--- config.mk ---
export PLATFORM = sky130hd
export DESIGN_NAME = ram_port_arbiter
export DESIGN_NICKNAME = d
export VERILOG_FILES = /design/src/rtl/ram_port_arbiter_pkg.sv /design/src/rtl/ram_port_arbiter_arb_rr2.sv /design/src/rtl/ram_port_arbiter.sv
export SDC_FILE = /design/constraint.sdc
export NUM_CORES = 1
export LEC_CHECK = 0
export BUFFER_PORTS_ARGS = -buffer_cell sky130_fd_sc_hd__buf_4
export CAP_MARGIN = 20
export CORE_ASPECT_RATIO = 0.7
export CORE_MARGIN = 3
export CORE_UTILIZATION = 45
export DETAILED_ROUTE_END_ITERATION = 7
export HOLD_SLACK_MARGIN = 0.12
export PLACE_DENSITY_LB_ADDON = 0.2
export SETUP_SLACK_MARGIN = 0.4
export SLEW_MARGIN = 20
export SYNTH_ARGS = -nofsm -noshare
export SYNTH_HDL_FRONTEND = slang
export SYNTH_HIERARCHICAL = 1
export SYNTH_SLANG_ARGS = --single-unit
export TNS_END_PERCENT = 5
--- constraint.sdc ---
create_clock -name clk -period 2.8 [get_ports clk]
set_input_delay 0.42 -clock clk [delete_from_list [all_inputs] [get_ports clk]]
set_output_delay 0.42 -clock clk [all_outputs]
set_load 0.05 [all_outputs]
--- src/rtl/ram_port_arbiter_pkg.sv ---
// Shared definitions for the RAM port arbiter: FSM states, owner codes and default widths.
package ram_port_arbiter_pkg;

    localparam int unsigned DefAw = 8;
    localparam int unsigned DefDw = 8;

    typedef enum logic [1:0] {
        StIdle = 2'b00,
        StAcc  = 2'b01,
        StResp = 2'b10
    } state_e;

    typedef enum logic [1:0] {
        OwnNone = 2'b00,
        OwnCpu  = 2'b01,
        OwnHost = 2'b10
    } owner_e;

endpackage

--- src/rtl/ram_port_arbiter_arb_rr2.sv ---
// Two-way round-robin picker: bit 0 is the CPU, bit 1 the host; a tie goes to whoever
// did not win last time.
module ram_port_arbiter_arb_rr2 (
    input  logic [1:0] req,
    input  logic       last_host,
    output logic [1:0] gnt
);

    always_comb begin
        gnt = 2'b00;
        unique case (req)
            2'b01:   gnt = 2'b01;
            2'b10:   gnt = 2'b10;
            2'b11:   gnt = last_host ? 2'b01 : 2'b10;
            default: gnt = 2'b00;
        endcase
    end

endmodule

--- src/rtl/ram_port_arbiter.sv ---
// Shares the single-port program/data RAM between the CPU and the host loader port.
// One access takes ACC (strobes) then RESP (ack + read data), re-arbitrating in RESP.
module ram_port_arbiter
    import ram_port_arbiter_pkg::*;
#(
    parameter int unsigned AW = DefAw,
    parameter int unsigned DW = DefDw
) (
    input  logic          clk,
    input  logic          rst,
    input  logic          cpu_req,
    input  logic          cpu_we,
    input  logic [AW-1:0] cpu_addr,
    input  logic [DW-1:0] cpu_wdata,
    output logic [DW-1:0] cpu_rdata,
    output logic          cpu_ack,
    output logic          cpu_stall,
    input  logic          host_req,
    input  logic          host_we,
    input  logic [AW-1:0] host_addr,
    input  logic [DW-1:0] host_wdata,
    output logic [DW-1:0] host_rdata,
    output logic          host_ack,
    input  logic          host_lock,
    output logic [AW-1:0] ram_addr,
    output logic [DW-1:0] ram_data,
    output logic          ram_rden,
    output logic          ram_wren,
    input  logic [DW-1:0] ram_q,
    output logic [1:0]    owner
);

    state_e        state_q, state_d;
    owner_e        owner_q;
    logic          we_q;
    logic [AW-1:0] addr_q;
    logic [DW-1:0] wdata_q;
    logic          last_host_q;
    logic [DW-1:0] cpu_rdata_q, host_rdata_q;

    logic       arb_en;
    logic       elig_cpu, elig_host;
    logic [1:0] gnt;
    logic       grant;

    // The requester being acked in RESP still shows its old req level, so it sits out.
    assign arb_en    = (state_q == StIdle) || (state_q == StResp);
    assign elig_cpu  = cpu_req & ~host_lock & ~((state_q == StResp) && (owner_q == OwnCpu));
    assign elig_host = host_req & ~((state_q == StResp) && (owner_q == OwnHost));

    ram_port_arbiter_arb_rr2 u_arb (
        .req       ({elig_host & arb_en, elig_cpu & arb_en}),
        .last_host (last_host_q),
        .gnt       (gnt)
    );

    assign grant = |gnt;

    always_ff @(posedge clk or negedge rst) begin
        if (!rst) begin
            state_q <= StIdle;
        end else begin
            state_q <= state_d;
        end
    end

    always_comb begin
        state_d = state_q;
        unique case (state_q)
            StIdle:  if (grant) state_d = StAcc;
            StAcc:   state_d = StResp;
            StResp:  state_d = grant ? StAcc : StIdle;
            default: state_d = StIdle;
        endcase
    end

    // Strobes and acks decode straight from state so an async reset drops them at once.
    always_comb begin
        ram_addr   = '0;
        ram_data   = '0;
        ram_rden   = 1'b0;
        ram_wren   = 1'b0;
        cpu_ack    = 1'b0;
        host_ack   = 1'b0;
        owner      = OwnNone;
        cpu_rdata  = cpu_rdata_q;
        host_rdata = host_rdata_q;
        unique case (state_q)
            StAcc: begin
                ram_addr = addr_q;
                ram_data = wdata_q;
                ram_rden = ~we_q;
                ram_wren = we_q;
                owner    = owner_q;
            end
            StResp: begin
                owner = owner_q;
                if (owner_q == OwnCpu) begin
                    cpu_ack   = 1'b1;
                    cpu_rdata = ram_q;
                end
                if (owner_q == OwnHost) begin
                    host_ack   = 1'b1;
                    host_rdata = ram_q;
                end
            end
            default: ;
        endcase
    end

    assign cpu_stall = (cpu_req & ~cpu_ack) | host_lock;

    always_ff @(posedge clk or negedge rst) begin
        if (!rst) begin
            owner_q      <= OwnNone;
            we_q         <= 1'b0;
            addr_q       <= '0;
            wdata_q      <= '0;
            last_host_q  <= 1'b1;
            cpu_rdata_q  <= '0;
            host_rdata_q <= '0;
        end else begin
            if (state_q == StResp) begin
                if (owner_q == OwnCpu)  cpu_rdata_q  <= ram_q;
                if (owner_q == OwnHost) host_rdata_q <= ram_q;
            end
            if (grant) begin
                owner_q     <= gnt[1] ? OwnHost : OwnCpu;
                last_host_q <= gnt[1];
                we_q        <= gnt[1] ? host_we : cpu_we;
                addr_q      <= gnt[1] ? host_addr : cpu_addr;
                wdata_q     <= gnt[1] ? host_wdata : cpu_wdata;
            end else if (state_q == StResp) begin
                owner_q <= OwnNone;
            end
        end
    end

endmodule
Yosys cells after proc, flatten, opt, wreduce, memory -nomap -nowiden. Index checks and enable logic that the tools add are counted.

Equality and inequality tests: 8. Reduce and logical (&&, ||, !) cells: 7. Bitwise operators: 12. Muxes and demuxes: 24.

Operators by type and width (count): 8-bit two-way mux (8); 2-bit two-way mux (6); 2-bit one-hot mux with 3 select lines (2); 2-bit equality test, second input constant (4); 1-bit two-way mux (8); 1-bit AND (6); 2-bit by 1-bit equality test with 1-bit output, second input constant (3); 1-bit inverter (5); 2-bit OR reduction (2); 1-bit logical AND (2); 2-bit logical NOT (1); 2-bit != test, second input constant (1); 2-bit nonzero test (1); 1-bit logical OR (1); 1-bit OR (1).

Register bits: 38. Output and inout port bits: 39. Bits of input ports: 47. Logic and storage cells: 59.

Longest topological paths before layout. Gate-level depths: netlist of run 1.

Depth after elaboration: 10. Mapped depth: 9. Depth with buffers taken out: 7.

Modules after synthesis. Netlist of run 1, hierarchy kept.

By module, submodules not included: ram_port_arbiter (instances 1, area an instance 1861.8 µm², cells an instance 161, seq. area each 952.2 µm²); ram_port_arbiter_arb_rr2 (instances 1, area an instance 18.8 µm², cells an instance 3, seq. area each 0.0 µm²).

Worst setup path before layout of run 1. Ideal clock, no wire load.

Kind: reg-to-output. Start point: reg state_q[0]. End point: out cpu_stall. Buffers on the path: 0. Stages on the path, launching flop included: 5. Data required time: 2.380 ns. Path slack: 0.492 ns. Arrival: 1.888 ns. Path through: dfrtp_1 inv_1 ha_1 and3b_1 o21bai_1.

Word-level cells in the longest chain between the ends: 5.

RTL lines: from (decl) (RTL line ram_port_arbiter.sv:33) `state_e state_q, state_d;`; from (signal assigned) (RTL line ram_port_arbiter.sv:61) `state_q <= StIdle;`; from (signal assigned) (RTL line ram_port_arbiter.sv:63) `state_q <= state_d;`; 2-bit equality test (RTL line ram_port_arbiter.sv:88) `unique case (state_q)`; 1-bit two-way mux (RTL line ram_port_arbiter.sv:88); via cpu_ack (RTL line ram_port_arbiter.sv:16) `output logic cpu_ack,`; 1-bit inverter (RTL line ram_port_arbiter.sv:111) `assign cpu_stall = (cpu_req & ~cpu_ack) | host_lock;`; 1-bit AND (RTL line ram_port_arbiter.sv:111); 1-bit OR (RTL line ram_port_arbiter.sv:111); to (decl) (RTL line ram_port_arbiter.sv:17) `output logic cpu_stall,`.

The timed path passes the listed nets, and every way through them passes these cells.

Worst setup path after layout of run 1.
Start point: reg state_q[0]. End point: out host_rdata[1].

Word-level cells in the longest chain between the ends: 2.

RTL lines: 2-bit equality test (RTL line ram_port_arbiter.sv:88); 8-bit two-way mux (RTL line ram_port_arbiter.sv:88); to (decl) (RTL line ram_port_arbiter.sv:22) `output logic [DW-1:0] host_rdata,`.

Every way passes these cells.

==> results.yml, run 1 <==
cts:
  clock-sinks: 38
  htreeDepth: 2
  cts_tree: "done"
  postCtsSetupBuffers: 0
  cts-buffers-inserted: 5
  clk_path_buf_depth: 2
  cts.root.buffer_cell: "clkbuf_8"
  clk_pin_slew_worst_paths_ns: 0.08
  clock_latency_ns: 0.28
route:
  drc_errors: 0
  vias: 1484
  wirelength_um: 4295
  drt_iter0_markers: 71
  vias_per_cell: 4.898
  first_pass_iters: 4
  wl_per_cell_um: 14.17
  antenna_left: 0
sta:
  finalHoldViolations: 0
  setup_violations: 0
  tns_ns: 0
  clock_skew_ns: 0.001599
  drv_slew: 0
  fmaxAchievable_mhz: 446.4
  post-route-min-period_ns: 2.240
  slew_headroom_pct: 66.81
  finalCritPeriodShare_pct: 80.00
  rsz0062_at_grt: "true"
  tightestPinTransition_ns: 0.4978
placed_design:
  place.gp.congestion: 0.7432
  io_buffer_count: 85
  hpwl_um: 3239
  post_dp_cell_area_mm2: 0.002569
synthesis:
  synth-xor-area-share_pct: 0
  synthesis.nets: 217
  synth_compound_area_share_pct: 7.252
  synth_fa_ha_area_share_pct: 3.992
  ys_seq_area_share_pct: 50.63
  synth-seq-cells: 38
  synth-simple-area-share_pct: 15.10
  synth_top_family_by_area: "multiplexers"
  syn_area_mm2: 0.001881
  synth_cell_types: 26
  syn_avg_cell_area_um2: 11.47
  synth_warnings: 6
  syn_inst: 164
  synth_mux_area_share_pct: 19.76
floorplanning:
  start_util_pct: 50.00
  rows: 18
  die_h_um: 60.09
  die_x_um: 83.27
  core_area_mm2: 0.003761
  dieArea_mm2: 0.005003
  io_pins: 86
power:
  p_comb_share_pct: 58.0
  pwr_density_cell_mw_per_mm2: 1309
  total_leakage_power_uw: 0.001361
  internal_power_uw: 1923
  pwr-share-clk_pct: 15.4
  swShare_pct: 46.66
  fin_total_pwr_uw: 3606
  sequentialPowerShare_pct: 26.6
  peakVddDrop_mv: 0.8852
  switchingPower_uw: 1683
cells_and_area:
  layout_commonest_cell: "buf_4"
  layout_common_cells: "buf_4, dfrtp_1, and2_1"
  drive_gt1_share_pct: 48.22
  fin_nets: 305
  syn2layout_area_growth_pct: 46.44
  n_fill_cell: 275
  diodes: 0
  final_area_mm2: 0.002754
worst_setup_path:
  arrival_ns: 1.82
  cp-start-kind: "register"
  worst-setup-path-type: "register to output port"
  path_cells: "inv_1, ha_2, nand3b_4, mux2_2, buf_4"
  cp-end-kind: "output port"
  critical_path.slowest_cell: "dfrtp_1"
  worstPathRequired_ns: 2.38
  r2r_slack_ns: 0.57
  crit_fanout: 10
  cpPeakStageDelay_ns: 0.43
global_route:
  antenna_found_initial: 0
  grt_pass1_vias: 1511
  grt_first_pass_wirelength_um: 7169
  gr-total-overflow: 0
  grt_use_total_pct: 18.02
  grt_max_degree: 39
hold_path:
  hold_path_class: "primary input to register"
run:
  maxCapViolations: 0
outcome:
  outcome: "finished clean"
==> critical path, delay by kind of cell, from the launching register on <==
kind / cells / cell delay [ns]
AND/OR/NAND/NOR: 1 / 0.17
multiplexers: 1 / 0.33
adder cells (fa/ha/maj): 1 / 0.27
buffers and inverters: 2 / 0.33
flip-flops: 1 / 0.43
==> cells by family (layout without fill, tap and decap cells) <==
logic type               count (synthesis)  count (layout)
AND/OR/NAND/NOR                         47              47
flip-flops                              38              38
multiplexers                            35              35
AO/OA/AOI/OAI                           24              24
buffers and inverters                   14             103
adder cells (fa/ha/maj)                  6               6
==> path summary, 6_finish.rpt <==
kind                                start              to  depth (start not counted)
max                            state_q[0]   host_rdata[1]                          5
max in group asynchronous             rst     last_host_q                          2
min                          host_addr[0]       addr_q[0]                          3
min in group asynchronous             rst      wdata_q[7]                          2
max reg2reg                    state_q[0]      state_q[1]                          8
min reg2reg                cpu_rdata_q[5]  cpu_rdata_q[5]                          1
==> metrics by stage <==
stage | instances | util [%] | worst slack [ns] | hold WS [ns]
3_3_place_gp | 294 | 68.30 | 0.5076 | 0.4135
4_1_cts | 303 | 72.32 | 0.4303 | 0.3292
6_report | 303 | 73.22 | 0.5601 | 0.3402
2_1_floorplan | 164 | - | 0.4921 | 0.1244
5_1_grt | 303 | 73.22 | 0.4074 | 0.3268
3_5_place_dp | 294 | 68.30 | 0.3810 | 0.4152
==> cell type report <==
type / instances / area (µm²) / area share (%)
multi-input cells: 112 / 899.6 / 32.67
repair buffers: 88 / 675.6 / 24.53
well taps: 50 / 62.56 / 2.272
clock buffers: 5 / 68.82 / 2.499
flip-flops and latches: 38 / 952.2 / 34.58
clock inverters: 3 / 68.82 / 2.499
inverters: 7 / 26.28 / 0.9541
==> synth_stat cells <==
| library cell | number | share of area [%] |
|---|---|---|
| a21boi_1 | 1 | 0.40 |
| ha_1 | 6 | 4.0 |
| nor4_1 | 1 | 0.33 |
| a31o_2 | 1 | 0.47 |
| a21boi_0 | 1 | 0.40 |
| inv_1 | 7 | 1.4 |
| o21bai_1 | 2 | 0.80 |
| nor3b_2 | 1 | 0.67 |
| dfrtp_1 | 37 | 49 |
| o21ai_0 | 17 | 4.5 |
| and2_1 | 19 | 6.3 |
| buf_4 | 1 | 0.40 |
| nand2_1 | 18 | 3.6 |
| mux2i_1 | 18 | 9.6 |
| a21o_1 | 1 | 0.40 |
| and3b_1 | 1 | 0.47 |
| and3b_2 | 1 | 0.53 |
| nand3b_4 | 2 | 2.1 |
| a21oi_1 | 1 | 0.27 |
| nor2_1 | 2 | 0.40 |
| buf_2 | 4 | 1.1 |
| clkbuf_1 | 2 | 0.40 |
| mux2_2 | 17 | 10 |
| nor2b_1 | 1 | 0.33 |
| dfstp_2 | 1 | 1.4 |
| nand2b_1 | 1 | 0.33 |
==> power by group through the flow <==
stage	Sequential (µW)	Combinational (µW)	Clock, µW
floorplan	927	1530	0
global placement	961	2060	0
detailed placement	967	2070	0
CTS	957	2080	568
global route	1000	2240	588
finish	961	2090	555
==> what timing repair did <==
item	in CTS	in global routing
setup endpoints to repair	6	28
hold endpoints to repair	37	0
gates resized for setup	1	6
hold buffers	1	0
==> metal layers <==
metal	vias up	track usage, %	wire, µm
met2	49	28.77	1973
met1	700	23.71	1942
met4	0	3.497	27
met5	-	0	0
met3	4	7.025	352
li1	731	-	-
==> state kept, by name, summed over array words and instances, names as in the netlist <==
| name | flops |
|---|---|
| state_q | 2 |
| cpu_rdata_q | 8 |
| addr_q | 8 |
| owner_q | 2 |
| host_rdata_q | 8 |
| we_q | 1 |
| last_host_q | 1 |
| wdata_q | 8 |
(Power assumes the default switching activity.)
==> inputs of run 2 (changes only) <==
--- a/config.mk
+++ b/config.mk
@@ -9,7 +9,7 @@
 export CAP_MARGIN = 20
 export CORE_ASPECT_RATIO = 0.7
 export CORE_MARGIN = 3
-export CORE_UTILIZATION = 45
+export CORE_UTILIZATION = 42
 export DETAILED_ROUTE_END_ITERATION = 7
 export HOLD_SLACK_MARGIN = 0.12
 export PLACE_DENSITY_LB_ADDON = 0.2
==> constraint.sdc (replaced) <==
create_clock -name clk -period 1.85 [get_ports clk]
set_input_delay 0.2775 -clock clk [delete_from_list [all_inputs] [get_ports clk]]
set_output_delay 0.2775 -clock clk [all_outputs]
set_load 0.05 [all_outputs]
==> run 2 against run 1 <==
  * The flow now finishes with violations (negative setup slack)
  * Non-clock buffer count rose by 23
  * Worst hold slack worse by 0.14 ns
  * Combinational power increased by 95%
  * Largest power group unchanged
  * Highest routed layer unchanged
  * Critical path depth up 5
  * Register-to-register slack got worse by 0.85 ns
  * Die area increased by 6.5%
  * Clock power grew 3%
  * Worst setup slack worse by 0.84 ns
  * Sequential share of layout area is 4.6 points lower
  * Largest cell class is now non-clock buffers
  * Total power increased by 68%
==> results.yml, run 2 (synthesis results as in run 1) <==
power:
  pwr_density_cell_mw_per_mm2: 1907
  swShare_pct: 45.86
  internal_power_uw: 3288
  sequentialPowerShare_pct: 23.7
  pwr-share-clk_pct: 9.4
  p_comb_share_pct: 66.9
  peakVddDrop_mv: 1.539
  fin_total_pwr_uw: 6073
  switchingPower_uw: 2785
  total_leakage_power_uw: 0.001537
cts:
  clock-sinks: 38
  htreeDepth: 2
  cts.root.buffer_cell: "clkbuf_8"
  clock_latency_ns: 0.29
  clk_path_buf_depth: 2
  cts-buffers-inserted: 5
  clk_pin_slew_worst_paths_ns: 0.07
  cts_tree: "done"
sta:
  clock_skew_ns: 0.007747
  tightestPinTransition_ns: 0.4700
  fmaxAchievable_mhz: 470.1
  slew_headroom_pct: 68.66
  setup_violations: 39
  drv_slew: 0
  tns_ns: -6.231
  rsz0062_at_grt: "true"
  finalCritPeriodShare_pct: 115.0
  finalHoldViolations: 0
  worst_slack_ns: -0.2770
  fin_hold_ws_ns: 0.2023
  post-route-min-period_ns: 2.127
global_route:
  grt_use_total_pct: 19.71
  antenna_found_initial: 0
  grt_max_degree: 39
  grt_pass1_vias: 1660
  gr-total-overflow: 0
  grt_first_pass_wirelength_um: 7941
floorplanning:
  core_area_mm2: 0.004113
  dieArea_mm2: 0.005329
  die_x_um: 85.98
  io_pins: 86
  start_util_pct: 45.73
  die_h_um: 61.99
  rows: 19
hold_path:
  hold_path_class: "primary input to register"
worst_setup_path:
  cpPeakStageDelay_ns: 0.40
  path_cells: "inv_2, buf_4, ha_4, nor2_4, and3b_2, a21boi_4, buf_4, buf_4, nor3b_2, mux2_2"
  crit_fanout: 4
  r2r_slack_ns: -0.28
  worst_path_dominant_cell_family: "buffers and inverters"
  cp-end-kind: "register"
  worstPathRequired_ns: 2.02
  worst-setup-path-type: "register to register"
  cp-endpoint: "state_q[1]"
  reg2reg_to: "state_q[1]"
  r2r_cells: 10
  r2r_start: "state_q[0]"
  arrival_ns: 2.29
  cp_common_cell: "buf_4"
  cp_num_cells: 10
  critical_path.slowest_cell: "dfrtp_1"
  cp-start-kind: "register"
  cp_num_buf_inv: 4
  cp-startpoint: "state_q[0]"
cells_and_area:
  layout_common_cells: "buf_4, buf_6, dfrtp_1"
  fin_nets: 328
  drive_gt1_share_pct: 55.80
  layout_commonest_cell: "buf_4"
  syn2layout_area_growth_pct: 69.39
  diodes: 0
placed_design:
  place.gp.congestion: 0.7669
  io_buffer_count: 85
  hpwl_um: 3290
run:
  maxCapViolations: 0
route:
  drt_iter0_markers: 41
  drc_errors: 0
  antenna_left: 0
  first_pass_iters: 4
  vias: 1601
  vias_per_cell: 4.881
  wirelength_um: 5064
  wl_per_cell_um: 15.44
outcome:
  violations: "negative setup slack"
  outcome: "finished with violations"
==> run 2: cell types whose count changed in the layout (fill, tap and decap cells not counted), moves of 3 or more <==
cell     change
buf_6       +42
buf_4       -24
o21ai_0     -17
o21ai_1     +17
ha_4         +4
ha_1         -3
==> run 2: layout make-up <==
cell class | count | area [µm²]
clock buffer | 8 | 90.09
fill | 262 | 927.1
inverter | 7 | 26.28
multi-input combinational | 112 | 972.2
sequential | 38 | 953.4
tap | 52 | 65.06
timing repair buffer | 111 | 1079
==> run 2: power groups by stage <==
stage | logic (µW) | registers [µW] | clock network (µW)
2_1_floorplan | 2340 | 1410 | 0
3_3_place_gp | 3300 | 1410 | 0
3_5_place_dp | 3350 | 1430 | 0
4_1_cts | 3860 | 1420 | 586
5_1_grt | 4300 | 1490 | 619
6_report | 4070 | 1440 | 571
==> run 2: worst register-to-register path: stages (launching register included) <==
cell      delay [ns]
dfrtp_1         0.40
inv_2           0.13
buf_4           0.14
ha_4            0.14
nor2_4          0.04
and3b_2         0.26
a21boi_4        0.08
buf_4           0.13
buf_4           0.13
nor3b_2         0.19
mux2_2          0.37
==> run 2: per-stage QoR <==
stage	util [%]	cells	instance area (µm²)	setup WS [ns]
2_1_floorplan	-	164	1911	-0.2105
3_3_place_gp	65.50	308	2694	-0.1268
3_5_place_dp	65.50	308	2694	-0.1910
4_1_cts	75.17	324	3092	-0.1809
5_1_grt	77.46	328	3186	-0.3416
6_report	77.46	328	3186	-0.2770
==> run 2: layer usage <==
layer | part of all wire, % | up-vias | GRT usage, %
met2 | 46 | 62 | 32.27
met5 | 0 | - | 0
met3 | 6.5 | 13 | 6.061
met4 | 2.4 | 0 | 8.578
li1 | - | 775 | -
met1 | 44 | 751 | 24.69
==> run 2: what timing repair did <==
item | 4_1_cts | 5_1_grt
buffers inserted | 5 | 3
cloned | 2 | 1
resized for setup | 57 | 25
endpoints found under the hold margin | 37 | 0
setup endpoints to repair | 72 | 68
pin swaps | 5 | 0
hold buffers | 1 | 0
==> run 2: worst min path at each step <==
stage          cells after the start    startpoint  slack [ns]         to
2_1_floorplan                      0           rst       -0.02  addr_q[0]
3_3_place_gp                       1           rst        0.27  addr_q[2]
3_5_place_dp                       1           rst        0.27  addr_q[2]
4_1_cts                            3  host_addr[7]        0.19  addr_q[7]
5_1_grt                            3  host_addr[2]        0.20  addr_q[2]
6_report                           3  host_addr[2]        0.20  addr_q[2]
==> inputs of run 3 (changes only) <==
--- a/config.mk
+++ b/config.mk
@@ -5,7 +5,7 @@
 export SDC_FILE = /design/constraint.sdc
 export NUM_CORES = 1
 export LEC_CHECK = 0
-export BUFFER_PORTS_ARGS = -buffer_cell sky130_fd_sc_hd__buf_4
+export BUFFER_PORTS_ARGS = -buffer_cell sky130_fd_sc_hd__clkbuf_2
 export CAP_MARGIN = 20
 export CORE_ASPECT_RATIO = 0.7
 export CORE_MARGIN = 3
==> run 3 against run 2 <==
  * The flow still finishes with violations (negative setup slack)
  * Worst setup slack improved by 0.023 ns
  * Clock skew decreased by 0.0030 ns
  * Flip-flop and latch count unchanged
  * Highest routed layer unchanged
  * Fmax increased by 1.1%
  * Critical endpoint is now cpu_rdata[2]
  * Total power up 14%
  * Routed wire length increased by 4.5%
  * Combinational power rose by 17%
  * Critical path depth shrank 4
  * First-iteration DRC count down 46%
  * Register-to-register slack gained 0.06 ns
  * Clock power increased by 20%
  * Clock-buffer cell count is 1 lower
==> results.yml, run 3 (synthesis results as in run 1) <==
route:
  drt_iter0_markers: 22
  vias_per_cell: 4.776
  first_pass_iters: 4
  wirelength_um: 5294
  drc_errors: 0
  vias: 1576
  wl_per_cell_um: 16.04
  antenna_left: 0
sta:
  setup_violations: 54
  slew_headroom_pct: 67.11
  fmaxAchievable_mhz: 475.3
  drv_slew: 0
  tightestPinTransition_ns: 0.4933
  worst_slack_ns: -0.2537
  rsz0062_at_grt: "true"
  clock_skew_ns: 0.004762
  finalCritPeriodShare_pct: 113.7
  post-route-min-period_ns: 2.104
  finalHoldViolations: 0
  tns_ns: -7.197
global_route:
  grt_use_total_pct: 19.83
  grt_pass1_vias: 1643
  grt_first_pass_wirelength_um: 7907
  grt_max_degree: 25
  gr-total-overflow: 0
  antenna_found_initial: 0
run:
  maxCapViolations: 0
placed_design:
  io_buffer_count: 85
  place.gp.congestion: 0.7517
  hpwl_um: 3326
  dp_cells: 312
floorplanning:
  die_x_um: 85.98
  io_pins: 86
  core_area_mm2: 0.004113
  dieArea_mm2: 0.005329
  rows: 19
  start_util_pct: 45.73
  die_h_um: 61.99
cts:
  clock_latency_ns: 0.29
  cts-buffers-inserted: 5
  clock-sinks: 38
  cts_tree: "done"
  cts.root.buffer_cell: "clkbuf_8"
  clk_pin_slew_worst_paths_ns: 0.07
  clk_path_buf_depth: 2
  htreeDepth: 2
worst_setup_path:
  worstPathRequired_ns: 1.57
  cpPeakStageDelay_ns: 0.45
  arrival_ns: 1.83
  worst-setup-path-type: "register to output port"
  critical_path.slowest_cell: "dfrtp_2"
  cp-start-kind: "register"
  cp_common_cell: "buf_6"
  cp-startpoint: "state_q[1]"
  crit_fanout: 8
  r2r_start: "state_q[0]"
  cp-end-kind: "output port"
  path_cells: "buf_6, ha_4, buf_6, nand3b_4, mux2_4, clkbuf_16"
hold_path:
  hold_path_startpoint: "host_addr[4]"
  hold_path_class: "primary input to register"
outcome:
  violations: "negative setup slack"
  outcome: "finished with violations"
power:
  peakVddDrop_mv: 1.706
  pwr_density_cell_mw_per_mm2: 2041
  total_leakage_power_uw: 0.001691
cells_and_area:
  syn2layout_area_growth_pct: 80.24
  final_cells: 330
  diodes: 0
  layout_commonest_cell: "clkbuf_2"
  drive_gt1_share_pct: 61.87
  layout_common_cells: "clkbuf_2, dfrtp_1, buf_8"
  fin_nets: 330
## run 3: cell types whose count changed in the layout (fill, tap and decap cells not counted), moves of 3 or more
cell      previous run  this run
buf_12               1         4
mux2_4               2        17
buf_8                2        34
mux2_2              15         0
and2_1              18         4
clkbuf_2             0        46
buf_6               42         8
and2_4               1        15
buf_4               62        12
## run 3: critical path: cells and delay by family (launching register included)
kind / cells / cell delay (ns)
muxes: 1 / 0.34
buffers and inverters: 3 / 0.41
DFF: 1 / 0.45
adders and majority gates: 1 / 0.16
and+or+nand+nor: 1 / 0.17
## run 3: layout make-up
class,instances,area (µm²)
multi-input combinational,112,1074
sequential,38,953.4
fill,234,723.2
clock inverter,1,30.03
timing repair buffer,113,1162
clock buffer,7,76.32
inverter,7,28.78
tap,52,65.06
## run 3: power breakdown
part | leakage (µW) | switching, µW | internal [µW] | total [µW]
combinational | 0.00118 | 2480 | 2280 | 4760
clock | 0.0000524 | 283 | 403 | 687
sequential | 0.000454 | 214 | 1260 | 1470
total | 0.00169 | 2980 | 3940 | 6920
## run 3: what timing repair did
action | in CTS | in global routing
cloned | 2 | 0
buffers inserted | 3 | 4
pin swaps | 3 | 13
endpoints found under the setup margin | 77 | 70
hold buffers | 1 | 0
hold endpoints to repair | 16 | 0
resized for setup | 105 | 87
## run 3: worst paths after layout
| path | to | slack, ns | cells after the start |
|---|---|---|---|
| max in group asynchronous | host_rdata_q[2] | 0.88 | 3 |
| worst min register to register | cpu_rdata_q[1] | 0.51 | 1 |
| worst max-delay path | cpu_rdata[2] | -0.25 | 6 |
| worst max register to register | state_q[1] | -0.22 | 8 |
| worst min-delay path | addr_q[4] | 0.20 | 3 |
| min in group asynchronous | owner_q[1] | 0.49 | 2 |
## run 3: routing by layer
layer / up-vias / GRT usage [%] / part of all wire [%]
met5: - / 0 / 0
met4: 0 / 4.966 / 0.64
met3: 4 / 4.743 / 5.2
met2: 46 / 31.72 / 47
met1: 746 / 27.68 / 47
li1: 780 / - / -
## run 3: through the flow
step | power [µW] | setup WS, ns | utilization, % | area [µm²] | hold WS (ns)
floorplan | 3751 | -0.2105 | - | 1911 | -0.01809
global placement | 4584 | -0.1247 | 61.97 | 2549 | 0.2598
detailed placement | 4642 | -0.1963 | 61.97 | 2549 | 0.2657
CTS | 6289 | -0.1972 | 77.88 | 3203 | 0.1934
global route | 7235 | -0.3046 | 82.42 | 3390 | 0.2116
finish | 6917 | -0.2537 | 82.42 | 3390 | 0.2027
